===== src/rtl/dram_ddr_rdata_rcv_if.sv =====
// dram_ddr_rdata_rcv_if: read-return valid/ready handshake between the DDR read receiver and controller
interface dram_ddr_rdata_rcv_if #(
  parameter int DATA_W = 256,
  parameter int ECC_W  = 32
);
  logic              rd_valid;
  logic              rd_ready;
  logic              rd_last;
  logic [DATA_W-1:0] rd_data_out;
  logic [ECC_W-1:0]  rd_ecc_out;
  modport master (output rd_valid, rd_data_out, rd_ecc_out, rd_last, input rd_ready);
  modport slave  (input rd_valid, rd_data_out, rd_ecc_out, rd_last, output rd_ready);
endinterface


===== src/rtl/dram_ddr_rdata_rcv.sv =====
// dram_ddr_rdata_rcv: captures DDR read beats, frames them into bursts against announced reads, and buffers them for read return
module dram_ddr_rdata_rcv #(
  parameter int DATA_W      = 256,
  parameter int ECC_W       = 32,
  parameter int DEPTH       = 4,
  parameter int BURST_BEATS = 2,
  parameter int MAX_PEND    = 7
) (
  input  logic                     clk,
  input  logic                     arst_l,
  input  logic                     io_dram_data_valid,
  input  logic [DATA_W-1:0]        io_dram_data_in,
  input  logic [ECC_W-1:0]         io_dram_ecc_in,
  input  logic                     dram_rd_expect,
  input  logic                     err_clr,
  dram_ddr_rdata_rcv_if.master     rd,
  output logic [2:0]               rd_pend_cnt,
  output logic [$clog2(DEPTH):0]   fifo_cnt,
  output logic                     err_unexp,
  output logic                     err_ovf
);
  localparam int AW = $clog2(DEPTH);
  localparam int CW = AW + 1;
  localparam int BW = BURST_BEATS > 1 ? $clog2(BURST_BEATS) : 1;
  localparam int EW = DATA_W + ECC_W + 1;
  logic              c_vld;
  logic [DATA_W-1:0] c_data;
  logic [ECC_W-1:0]  c_ecc;
  logic [EW-1:0]     mem [DEPTH];
  logic [AW-1:0]     wptr, rptr;
  logic [BW-1:0]     beat_cnt;
  logic qual, last, full, pop, push, done, inc, set_unexp, set_ovf;
  always_comb begin
    qual      = c_vld && rd_pend_cnt != 3'd0;
    last      = beat_cnt == BW'(BURST_BEATS - 1);
    full      = fifo_cnt == CW'(DEPTH);
    pop       = rd.rd_valid && rd.rd_ready;
    push      = qual && (!full || pop);
    done      = qual && last;
    inc       = dram_rd_expect && (rd_pend_cnt != 3'(MAX_PEND) || done);
    set_unexp = c_vld && rd_pend_cnt == 3'd0;
    set_ovf   = (qual && full && !pop) || (dram_rd_expect && !inc);
  end
  assign rd.rd_valid = fifo_cnt != '0;
  // Head is masked while empty so outputs read zero out of reset even though storage is not cleared
  assign {rd.rd_data_out, rd.rd_ecc_out, rd.rd_last} = rd.rd_valid ? mem[rptr] : '0;
  always_ff @(posedge clk) begin
    if (push) mem[wptr] <= {c_data, c_ecc, last};
  end
  always_ff @(posedge clk or negedge arst_l) begin
    if (!arst_l) begin
      c_vld       <= 1'b0;
      c_data      <= '0;
      c_ecc       <= '0;
      wptr        <= '0;
      rptr        <= '0;
      fifo_cnt    <= '0;
      beat_cnt    <= '0;
      rd_pend_cnt <= '0;
      err_unexp   <= 1'b0;
      err_ovf     <= 1'b0;
    end else begin
      c_vld       <= io_dram_data_valid;
      c_data      <= io_dram_data_in;
      c_ecc       <= io_dram_ecc_in;
      wptr        <= push ? wptr + AW'(1) : wptr;
      rptr        <= pop ? rptr + AW'(1) : rptr;
      fifo_cnt    <= (push && !pop) ? fifo_cnt + CW'(1) : (pop && !push) ? fifo_cnt - CW'(1) : fifo_cnt;
      // Dropped beats still advance framing so later bursts stay aligned
      beat_cnt    <= qual ? (last ? '0 : beat_cnt + BW'(1)) : beat_cnt;
      rd_pend_cnt <= (inc && !done) ? rd_pend_cnt + 3'd1 : (done && !inc) ? rd_pend_cnt - 3'd1 : rd_pend_cnt;
      err_unexp   <= set_unexp || (err_unexp && !err_clr);
      err_ovf     <= set_ovf || (err_ovf && !err_clr);
    end
  end
endmodule


===== src/flat_wrapper.sv =====
// flat-port wrapper written by rule: the top's interface ports become plain ports
module dram_ddr_rdata_rcv_flat 
#(
  parameter int DATA_W      = 256,
  parameter int ECC_W       = 32,
  parameter int DEPTH       = 4,
  parameter int BURST_BEATS = 2,
  parameter int MAX_PEND    = 7
)
  (clk, arst_l, io_dram_data_valid, io_dram_data_in, io_dram_ecc_in, dram_rd_expect, err_clr, rd_pend_cnt, fifo_cnt, err_unexp, err_ovf, rd_rd_valid, rd_rd_data_out, rd_rd_ecc_out, rd_rd_last, rd_rd_ready);
  dram_ddr_rdata_rcv_if #(.DATA_W(DATA_W), .ECC_W(ECC_W)) rd_i ();
  input  logic clk;
  input  logic arst_l;
  input  logic io_dram_data_valid;
  input  logic [DATA_W-1:0] io_dram_data_in;
  input  logic [ECC_W-1:0] io_dram_ecc_in;
  input  logic dram_rd_expect;
  input  logic err_clr;
  output logic [2:0] rd_pend_cnt;
  output logic [$clog2(DEPTH):0] fifo_cnt;
  output logic err_unexp;
  output logic err_ovf;
  output wire logic [$bits(rd_i.rd_valid)-1:0] rd_rd_valid;
  output wire logic [$bits(rd_i.rd_data_out)-1:0] rd_rd_data_out;
  output wire logic [$bits(rd_i.rd_ecc_out)-1:0] rd_rd_ecc_out;
  output wire logic [$bits(rd_i.rd_last)-1:0] rd_rd_last;
  input wire logic [$bits(rd_i.rd_ready)-1:0] rd_rd_ready;
  assign rd_rd_valid = rd_i.rd_valid;
  assign rd_rd_data_out = rd_i.rd_data_out;
  assign rd_rd_ecc_out = rd_i.rd_ecc_out;
  assign rd_rd_last = rd_i.rd_last;
  assign rd_i.rd_ready = rd_rd_ready;
  dram_ddr_rdata_rcv #(.DATA_W(DATA_W), .ECC_W(ECC_W), .DEPTH(DEPTH), .BURST_BEATS(BURST_BEATS), .MAX_PEND(MAX_PEND)) u_core (.clk(clk), .arst_l(arst_l), .io_dram_data_valid(io_dram_data_valid), .io_dram_data_in(io_dram_data_in), .io_dram_ecc_in(io_dram_ecc_in), .dram_rd_expect(dram_rd_expect), .err_clr(err_clr), .rd(rd_i), .rd_pend_cnt(rd_pend_cnt), .fifo_cnt(fifo_cnt), .err_unexp(err_unexp), .err_ovf(err_ovf));
endmodule

===== config.mk =====
export PLATFORM = sky130hd
export DESIGN_NAME = dram_ddr_rdata_rcv_flat
export DESIGN_NICKNAME = d
export VERILOG_FILES = /design/src/rtl/dram_ddr_rdata_rcv_if.sv /design/src/rtl/dram_ddr_rdata_rcv.sv /design/src/flat_wrapper.sv
export SDC_FILE = /design/constraint.sdc
export NUM_CORES = 1
export LEC_CHECK = 0
export CAP_MARGIN = 15
export CORE_MARGIN = 2
export CORE_UTILIZATION = 50
export DETAILED_ROUTE_END_ITERATION = 8
export PLACE_DENSITY_LB_ADDON = 0.2
export SETUP_SLACK_MARGIN = 0.4
export SYNTH_ARGS = -nofsm -noshare
export SYNTH_HDL_FRONTEND = slang
export SYNTH_SLANG_ARGS = --single-unit

===== constraint.sdc =====
create_clock -name clk -period 8.6 [get_ports clk]
set_input_delay 1.29 -clock clk [delete_from_list [all_inputs] [get_ports clk]]
set_output_delay 1.29 -clock clk [all_outputs]
set_load 0.01 [all_outputs]

Word level (Yosys, flattened, before mapping)
Memory sizes are Yosys's and may differ from the RTL's.
Index checks and enable logic that the tools add are counted.
{"block": "classes", "n_reduce_logical": 31, "eq_ne": 2, "muxes": 8, "add_sub_neg": 7}
{"op": "$mux W289", "count": 1}
{"op": "$logic_and A1 B1 Y1", "count": 15}
{"op": "$mux W3", "count": 4}
{"op": "$add A3 B1 Y3 const B", "count": 2}
{"op": "$logic_not A1 Y1", "count": 6}
{"op": "$reduce_bool A3 Y1", "count": 2}
{"op": "$sub A3 B1 Y3 const B", "count": 2}
{"op": "$logic_or A1 B1 Y1", "count": 5}
{"op": "$add A2 B1 Y2 const B", "count": 2}
{"op": "$reduce_bool A2 Y1", "count": 2}
{"op": "$eq A3 B3 Y1 const B", "count": 1}
{"op": "$logic_not A3 Y1", "count": 1}
{"op": "$mux W1", "count": 3}
{"op": "$ne A3 B3 Y1 const B", "count": 1}
{"op": "$add A1 B1 Y1 const B", "count": 1}
{"block": "totals", "n_memories": 1, "mem_bits_rw": 1156, "inputBits": 294, "wordCells": 59, "output_inout_bits": 298, "register_bits": 302}
{"name": "u_core.mem", "words": 4, "word_bits": 289, "rd": 1, "rd_clocked_by_memory_dff": 0, "write_ports": 1, "line_no": "dram_ddr_rdata_rcv.sv:29", "text": "logic [EW-1:0] mem [DEPTH];"}

Depth between registers and ports, before layout
Gate-level depths: netlist (run 1).
{"block": "depth", "depth_word": 9, "mapped_depth": 10, "ltp_nobuf": 9}

Worst setup path before layout (run 1)
OpenSTA, ideal clock, no wires.
{"block": "synth_timing", "kind": "input to register", "startpoint": "input port rd_rd_ready", "endpoint": "memory u_core.mem[2][0] (netlist bit), enable pin", "cell_stages": 3, "arrival_ns": 8.241, "slack_ns": -0.328, "setup_ns": 0.687, "n_path_buf": 0, "cell_sequence": "nor4b_1 > nor2_1 > and2_1"}
{"block": "synth_between", "elab_chain_cells": 5}
{"item": "start: declaration", "line_no": "flat_wrapper.sv:27", "text": "input wire logic [$bits(rd_i.rd_ready)-1:0] rd_rd_ready;"}
{"item": "$logic_and A1 B1 Y1", "line_no": "dram_ddr_rdata_rcv.sv:37", "text": "pop = rd.rd_valid && rd.rd_ready;"}
{"item": "$logic_or A1 B1 Y1", "line_no": "dram_ddr_rdata_rcv.sv:38", "text": "push = qual && (!full || pop);"}
{"item": "$logic_and A1 B1 Y1", "line_no": "dram_ddr_rdata_rcv.sv:38"}
{"item": "net u_core.push", "line_no": "dram_ddr_rdata_rcv.sv:32", "text": "logic qual, last, full, pop, push, done, inc, set_unexp, set_ovf;"}
{"item": "$mux W1", "line_no": "dram_ddr_rdata_rcv.sv:48", "text": "if (push) mem[wptr] <= {c_data, c_ecc, last};"}
{"item": "$mux W1 (implied by the code)", "line_no": "dram_ddr_rdata_rcv.sv:48"}
{"item": "end: declaration", "line_no": "dram_ddr_rdata_rcv.sv:29"}
The timed path passes the listed nets, and every way through them passes these cells.

Final worst setup path (run 1)
{"block": "layout_timing", "startpoint": "register u_core.fifo_cnt[0]", "endpoint": "output port rd_rd_data_out[55]"}
{"block": "layout_between", "elab_chain_cells": 2}
{"item": "start: declaration", "line_no": "dram_ddr_rdata_rcv.sv:18", "text": "output logic [$clog2(DEPTH):0] fifo_cnt,"}
{"item": "start signal: assignment", "line_no": "dram_ddr_rdata_rcv.sv:68", "text": "fifo_cnt <= (push && !pop) ? fifo_cnt + CW'(1) : (pop && !push) ? fifo_cnt - CW'(1) : fifo_cnt;"}
{"item": "$reduce_bool A3 Y1", "line_no": "dram_ddr_rdata_rcv.sv:44", "text": "assign rd.rd_valid = fifo_cnt != '0;"}
{"item": "$mux W289", "line_no": "dram_ddr_rdata_rcv.sv:46", "text": "assign {rd.rd_data_out, rd.rd_ecc_out, rd.rd_last} = rd.rd_valid ? mem[rptr] : '0;"}
{"item": "end: declaration", "line_no": "flat_wrapper.sv:24", "text": "output wire logic [$bits(rd_i.rd_data_out)-1:0] rd_rd_data_out;"}
No other way between the ends.

==> reports/results.tsv, run 1 <==
metric	value	unit
status	finished clean	
Post-Layout Cell Count	4367	
H-tree levels	4	
FF+latch count, synth	1458	
Yosys top cell area share	66.90	%
die area	106400	um2
Hold Path Class	reg -> reg	
Post-Syn Instances	2184	
total core area	103200	um2
TritonRoute pass-1 iters	5	
max-slew violations	0	
Slew headroom	31.19	%
HPWL reported at the end of detailed placement	65.22	mm
vias post-DR	23710	
Mapped Area	51880	um2
Ys Warns	0	
syn nets	2486	
Crit. End Element	output pin	
vias in the first global route	24980	
Layout Nets	3158	
Critical Path Fanout Max	97	
first-pass GRT wire length	164.0	mm
total power	23.31	mW
unrepaired setup endpoints after global routing	false	
Tightest Pin Transition	1.032	ns
CTS sink count	1458	
hold_buf cts	0	
# rows	118	
dpl cells	4086	
Fill cells	7025	
Yosys top cell by area	edfxtp_1	
area grow syn2layout	23.08	%
Arr. time, crit path	4.02	ns
minimum clock period	5.310	ns
Max Clock Freq	188.3	MHz
later-pin clock latency in the skew report	0.74	ns
root buffer cell	clkbuf_16	
sequential share of the synthesized area	81.47	%
Final Util	61.88	%
initial antenna violation count	26	
Mapped Avg Cell Area	23.76	um2
Initial Utilization	50.28	%
final WL	111.7	mm
total grt overflow	0	
clock skew	0.02747	ns
period utilization	61.74	%
postcts setup bufs	0	
PortBufs	591	
Vias/cell	5.428	
WP data required	7.31	ns
CP Class	reg -> out	
Max Cap Violations	0	
number of distinct library cells after synthesis	27	
Final Hold Vio Count	0	
leakage	21.64	nW
commonest non-fill, non-tap cell in the layout	edfxtp_1	
gpl congestion	0.7634	
clk buf depth	3	
most frequent cells in the layout	edfxtp_1, clkdlybuf4s50_1, dfrtp_1	
clock transition at the registers of the reported paths	0.06	ns
Startpoint Class	flip-flop	
drt drc	0	
Power Density	365.1	nW/um2
layout cells sized above 1	18.21	%
Hold Slack	0.4818	ns
total CTS buffers	147	
Die Height	326.1	um
Setup TNS	0	ns
Peak VDD IR	257.1	uV
setup violators final	0	
synth top area cells	edfxtp_1, dfrtp_1, mux4_2	
largest net degree at the start of global routing	135	
ANT nets after route	0	
DR WL/cell	25.58	um
I/O pins	592	
TritonCTS clock tree	yes	
global router's overall resource usage	21.15	%
cts repair resizes	0	
Die X	326.1	um
1st-iter DRT viols	1972	
-- layout make-up --
cell class | instances | area, um2 | area share [%]
antenna | 11 | 27.53 | 0.04310
clock buffer | 203 | 4165 | 6.522
clock inverter | 66 | 648.1 | 1.015
inverter | 6 | 22.52 | 0.03527
multi-input combinational | 622 | 8695 | 13.61
sequential | 1458 | 42280 | 66.20
tap | 1380 | 1727 | 2.704
timing repair buffer | 621 | 6299 | 9.863
-- synth_stat cells --
library cell  instances
a21oi_1               1
and2_1              294
buf_1                13
buf_12               32
buf_2                13
buf_6                 1
clkbuf_1             39
dfrtp_1             302
edfxtp_1           1156
fa_1                  2
ha_1                  6
inv_1                 6
mux2_2                3
mux4_2              289
nand2_1               4
nand3_1               1
nand4_1               1
nor2_1                3
nor2b_1               1
nor3_1                1
nor4b_1               1
o21ai_0               2
o31a_1                1
o31ai_1               1
or3_1                 1
xnor2_1               6
xor2_1                4
-- worst max-delay path: stages (launching register included) --
cell             delay [ns]
dfrtp_1                0.46
or3_4                  0.85
buf_4                  0.82
and2_1                 0.40
clkdlybuf4s50_1        0.59
-- through the flow --
step	cell area (um2)	worst slack [ns]
2_1_floorplan	51890	2.902
6_report	63860	3.290
5_1_grt	63860	3.063
3_3_place_gp	58970	3.779
3_5_place_dp	58990	3.778
4_1_cts	63810	2.956
-- registers in the layout, indices dropped and copies added, names as in the netlist --
name	cells
u_core.beat_cnt	1
u_core.c_data	256
u_core.c_ecc	32
u_core.c_vld	1
u_core.err_ovf	1
u_core.err_unexp	1
u_core.fifo_cnt	3
u_core.mem	1156
u_core.rd_pend_cnt	3
u_core.rptr	2
u_core.wptr	2
-- power by group --
group | leakage (nW) | internal, mW | switching, mW
logic | 5.21 | 3.99 | 3.65
registers | 14.1 | 8.98 | 0.417
clock network | 2.34 | 3.74 | 2.53
total | 21.6 | 16.7 | 6.60
-- worst paths after layout --
kind | startpoint | to | slack, ns | cells after the start
worst max-delay path | u_core.fifo_cnt[0]$_DFFE_PN0P_ | rd_rd_data_out[55] | 3.29 | 4
worst min-delay path | u_core.c_data[188]$_DFF_PN0_ | u_core.mem[1][221]$_DFFE_PP_ | 0.48 | 0
worst max register to register | u_core.rd_pend_cnt[0]$_DFFE_PN0P_ | u_core.mem[3][99]$_DFFE_PP_ | 5.17 | 5
worst min register to register | u_core.c_data[188]$_DFF_PN0_ | u_core.mem[1][221]$_DFFE_PP_ | 0.48 | 0
max in group asynchronous | arst_l | u_core.c_ecc[22]$_DFF_PN0_ | 6.03 | 3
min in group asynchronous | arst_l | u_core.c_data[222]$_DFF_PN0_ | 0.52 | 1
-- layer usage --
metal / share of wire (%) / up-vias / GRT usage, %
met4: 2.4 / 22 / 6.752
li1: - / 10070 / -
met3: 7.6 / 176 / 5.986
met1: 41 / 12580 / 28.84
met5: 0.13 / - / 0
met2: 49 / 859 / 33.38
-- logic make-up after synthesis --
| kind of cell | share of synthesized area [%] |
|---|---|
| and+or+nand+nor | 3.668 |
| adders and majority gates | 0.2219 |
| buffers and inverters | 1.801 |
| xor gates and xnor gates | 0.1688 |
| AOI/OAI and AO/OA | 0.06029 |
| muxes | 12.61 |
| DFF | 81.47 |
(Power assumes the default switching activity.)
==> run 2, diff against run 1 <==
--- a/config.mk
+++ b/config.mk
@@ -7,7 +7,7 @@
 export LEC_CHECK = 0
 export CAP_MARGIN = 15
 export CORE_MARGIN = 2
-export CORE_UTILIZATION = 50
+export CORE_UTILIZATION = 55
 export DETAILED_ROUTE_END_ITERATION = 8
 export PLACE_DENSITY_LB_ADDON = 0.2
 export SETUP_SLACK_MARGIN = 0.4
==> constraint.sdc (replaced) <==
create_clock -name clk -period 5.3 [get_ports clk]
set_input_delay 0.795 -clock clk [delete_from_list [all_inputs] [get_ports clk]]
set_output_delay 0.795 -clock clk [all_outputs]
set_load 0.01 [all_outputs]
==> reports/results.tsv, run 2 (synthesis results as in run 1) <==
metric	value	unit	change
max-slew violations	0		unchanged
TritonRoute pass-1 iters	5		unchanged
Peak VDD IR	440.9	uV	+71%
Placement Setup Slack	1.639	ns	-2.139 ns
Top Registers	u_core.mem (1156), u_core.c_data (256), u_core.c_ecc (32)		
1st-iter DRT viols	2162		+9.6%
Power Density	590.2	nW/um2	+62%
HPWL reported at the end of detailed placement	67.62	mm	+3.7%
clk buf depth	3		unchanged
H-tree levels	4		unchanged
hold_buf cts	1		+1
I/O pins	592		unchanged
status	finished clean		
CP Class	reg -> out		
initial antenna violation count	25		-3.8%
period utilization	81.97	%	
dpl cells	3990		-2.3%
Largest register FFs	1156		unchanged
root buffer cell	clkbuf_16		
TritonCTS clock tree	yes		
first-pass GRT wire length	163.8	mm	about the same
most frequent cells in the layout	edfxtp_1, clkdlybuf4s50_1, dfrtp_1		
postcts setup bufs	0		unchanged
CP Buf/Inv Count	2		unchanged
# rows	112		-5.1%
leakage	21.80	nW	+0.71%
Max Cap Violations	0		unchanged
worst-path cell chain	buf_4, mux4_2, and2_1, clkdlybuf4s50_1		
total grt overflow	0		unchanged
Final Hold Vio Count	0		unchanged
final WL	110.6	mm	-1.0%
Arr. time, crit path	3.55	ns	-0.47 ns
Layout Nets	3186		+0.89%
WP data required	4.51	ns	-2.80 ns
Startpoint Class	flip-flop		
Max Clock Freq	230.2	MHz	
total core area	93470	um2	-9.4%
top cell family by delay on the critical path	flip-flops		
global router's overall resource usage	23.16	%	+2.0 points
drt drc	0		unchanged
Slew headroom	26.97	%	-4.2 points
ANT nets after route	0		unchanged
Tightest Pin Transition	1.095	ns	+0.06326 ns
Post-Layout Cell Count	4271		-2.2%
largest net degree at the start of global routing	118		-13%
layout cells sized above 1	18.81	%	+0.60 points
Crit path largest cell delay	1.05	ns	+0.20 ns
unrepaired setup endpoints after global routing	false		
die area	96810	um2	-9.0%
Initial Utilization	55.51	%	+5.2 points
Top reg by flops	u_core.mem		
Hold Path Class	reg -> reg		
clock skew	0.02550	ns	-0.001973 ns
total power	37.79	mW	+62%
DR WL/cell	25.89	um	+1.2%
worst r2r src	u_core.rd_pend_cnt[0]$_DFFE_PN0P_		
total CTS buffers	145		-1.4%
commonest non-fill, non-tap cell in the layout	edfxtp_1		
slowest CP cell	dfrtp_4		
Critical Path Fanout Max	38		-61%
CTS sink count	1458		unchanged
R2R Setup Slk	2.56	ns	-2.61 ns
Fill cells	5809		-17%
cts repair resizes	0		unchanged
clock transition at the registers of the reported paths	0.06	ns	about the same
later-pin clock latency in the skew report	0.74	ns	about the same
Die X	311.1	um	-4.6%
PortBufs	591		unchanged
CP startpoint	u_core.rptr[0]$_DFFE_PN0N_		
setup violators final	0		unchanged
HP Start	u_core.c_data[218]$_DFF_PN0_		
Final Util	68.50	%	+6.6 points
Die Height	311.1	um	-4.6%
area grow syn2layout	23.40	%	
Crit. End Element	output pin		
minimum clock period	4.344	ns	
post-route setup slack	0.9558	ns	-2.334 ns
vias post-DR	23870		+0.68%
vias in the first global route	25270		+1.1%
Vias/cell	5.588		+2.9%
Setup TNS	0	ns	unchanged
gpl congestion	0.7824		+2.5%
## run 2: cell types whose count changed in the layout (fill, tap and decap cells not counted), moves of 2 or more
cell / change
buf_12: +24
buf_16: -2
buf_4: +7
bufinv_16: -7
clkbuf_1: +13
clkbuf_8: -2
clkinv_1: -10
clkinv_2: +3
clkinv_8: +2
clkinvlp_4: -4
diode_2: +3
## run 2: area by class of cell
type / count / area, um2 / area share (%)
diodes: 14 / 35.03 / 0.05472
clock buffers: 213 / 4161 / 6.500
clock inverters: 53 / 476.7 / 0.7446
inverters: 6 / 22.52 / 0.03518
multi-input cells: 622 / 8695 / 13.58
flip-flops and latches: 1458 / 42280 / 66.03
well taps: 1254 / 1569 / 2.451
repair buffers: 651 / 6787 / 10.60
## run 2: layer usage
metal	GRT usage [%]	vias to the layer above	routed length [um]
li1	-	10130	-
met1	30.45	12630	42690
met2	37.44	898	56110
met3	6.465	190	8389
met4	8.597	24	3239
met5	0	-	142
## run 2: worst paths after layout
path                                                end  cells past startpoint
min reg2reg                u_core.mem[0][251]$_DFFE_PP_                      0
max reg2reg                u_core.mem[3][138]$_DFFE_PP_                      4
min                        u_core.mem[0][251]$_DFFE_PP_                      0
max                                  rd_rd_data_out[50]                      4
min in group asynchronous  u_core.c_data[157]$_DFF_PN0_                      2
max in group asynchronous  u_core.c_data[168]$_DFF_PN0_                      3
## run 2: report_power, final
part / total [mW] / switching (mW) / internal [mW]
combinational: 12.7 / 5.93 / 6.72
sequential: 15.3 / 0.760 / 14.5
clock: 9.83 / 4.11 / 5.71
## run 2: through the flow
step           instance area [um2]  hold slack (ns)
4_1_cts                      63990           0.4353
5_1_grt                      64020           0.4473
3_3_place_gp                 59340           0.4590
6_report                     64020           0.4725
3_5_place_dp                 59340           0.4755
2_1_floorplan                51890           0.4547
## run 2: worst register-to-register path, delay by kind of cell (launching register included)
| family | cells | cell delay, ns |
|---|---|---|
| AO/OA/AOI/OAI | 1 | 0.16 |
| buffers and inverters | 1 | 0.44 |
| flip-flops | 1 | 0.52 |
| AND/OR/NAND/NOR | 2 | 1.15 |
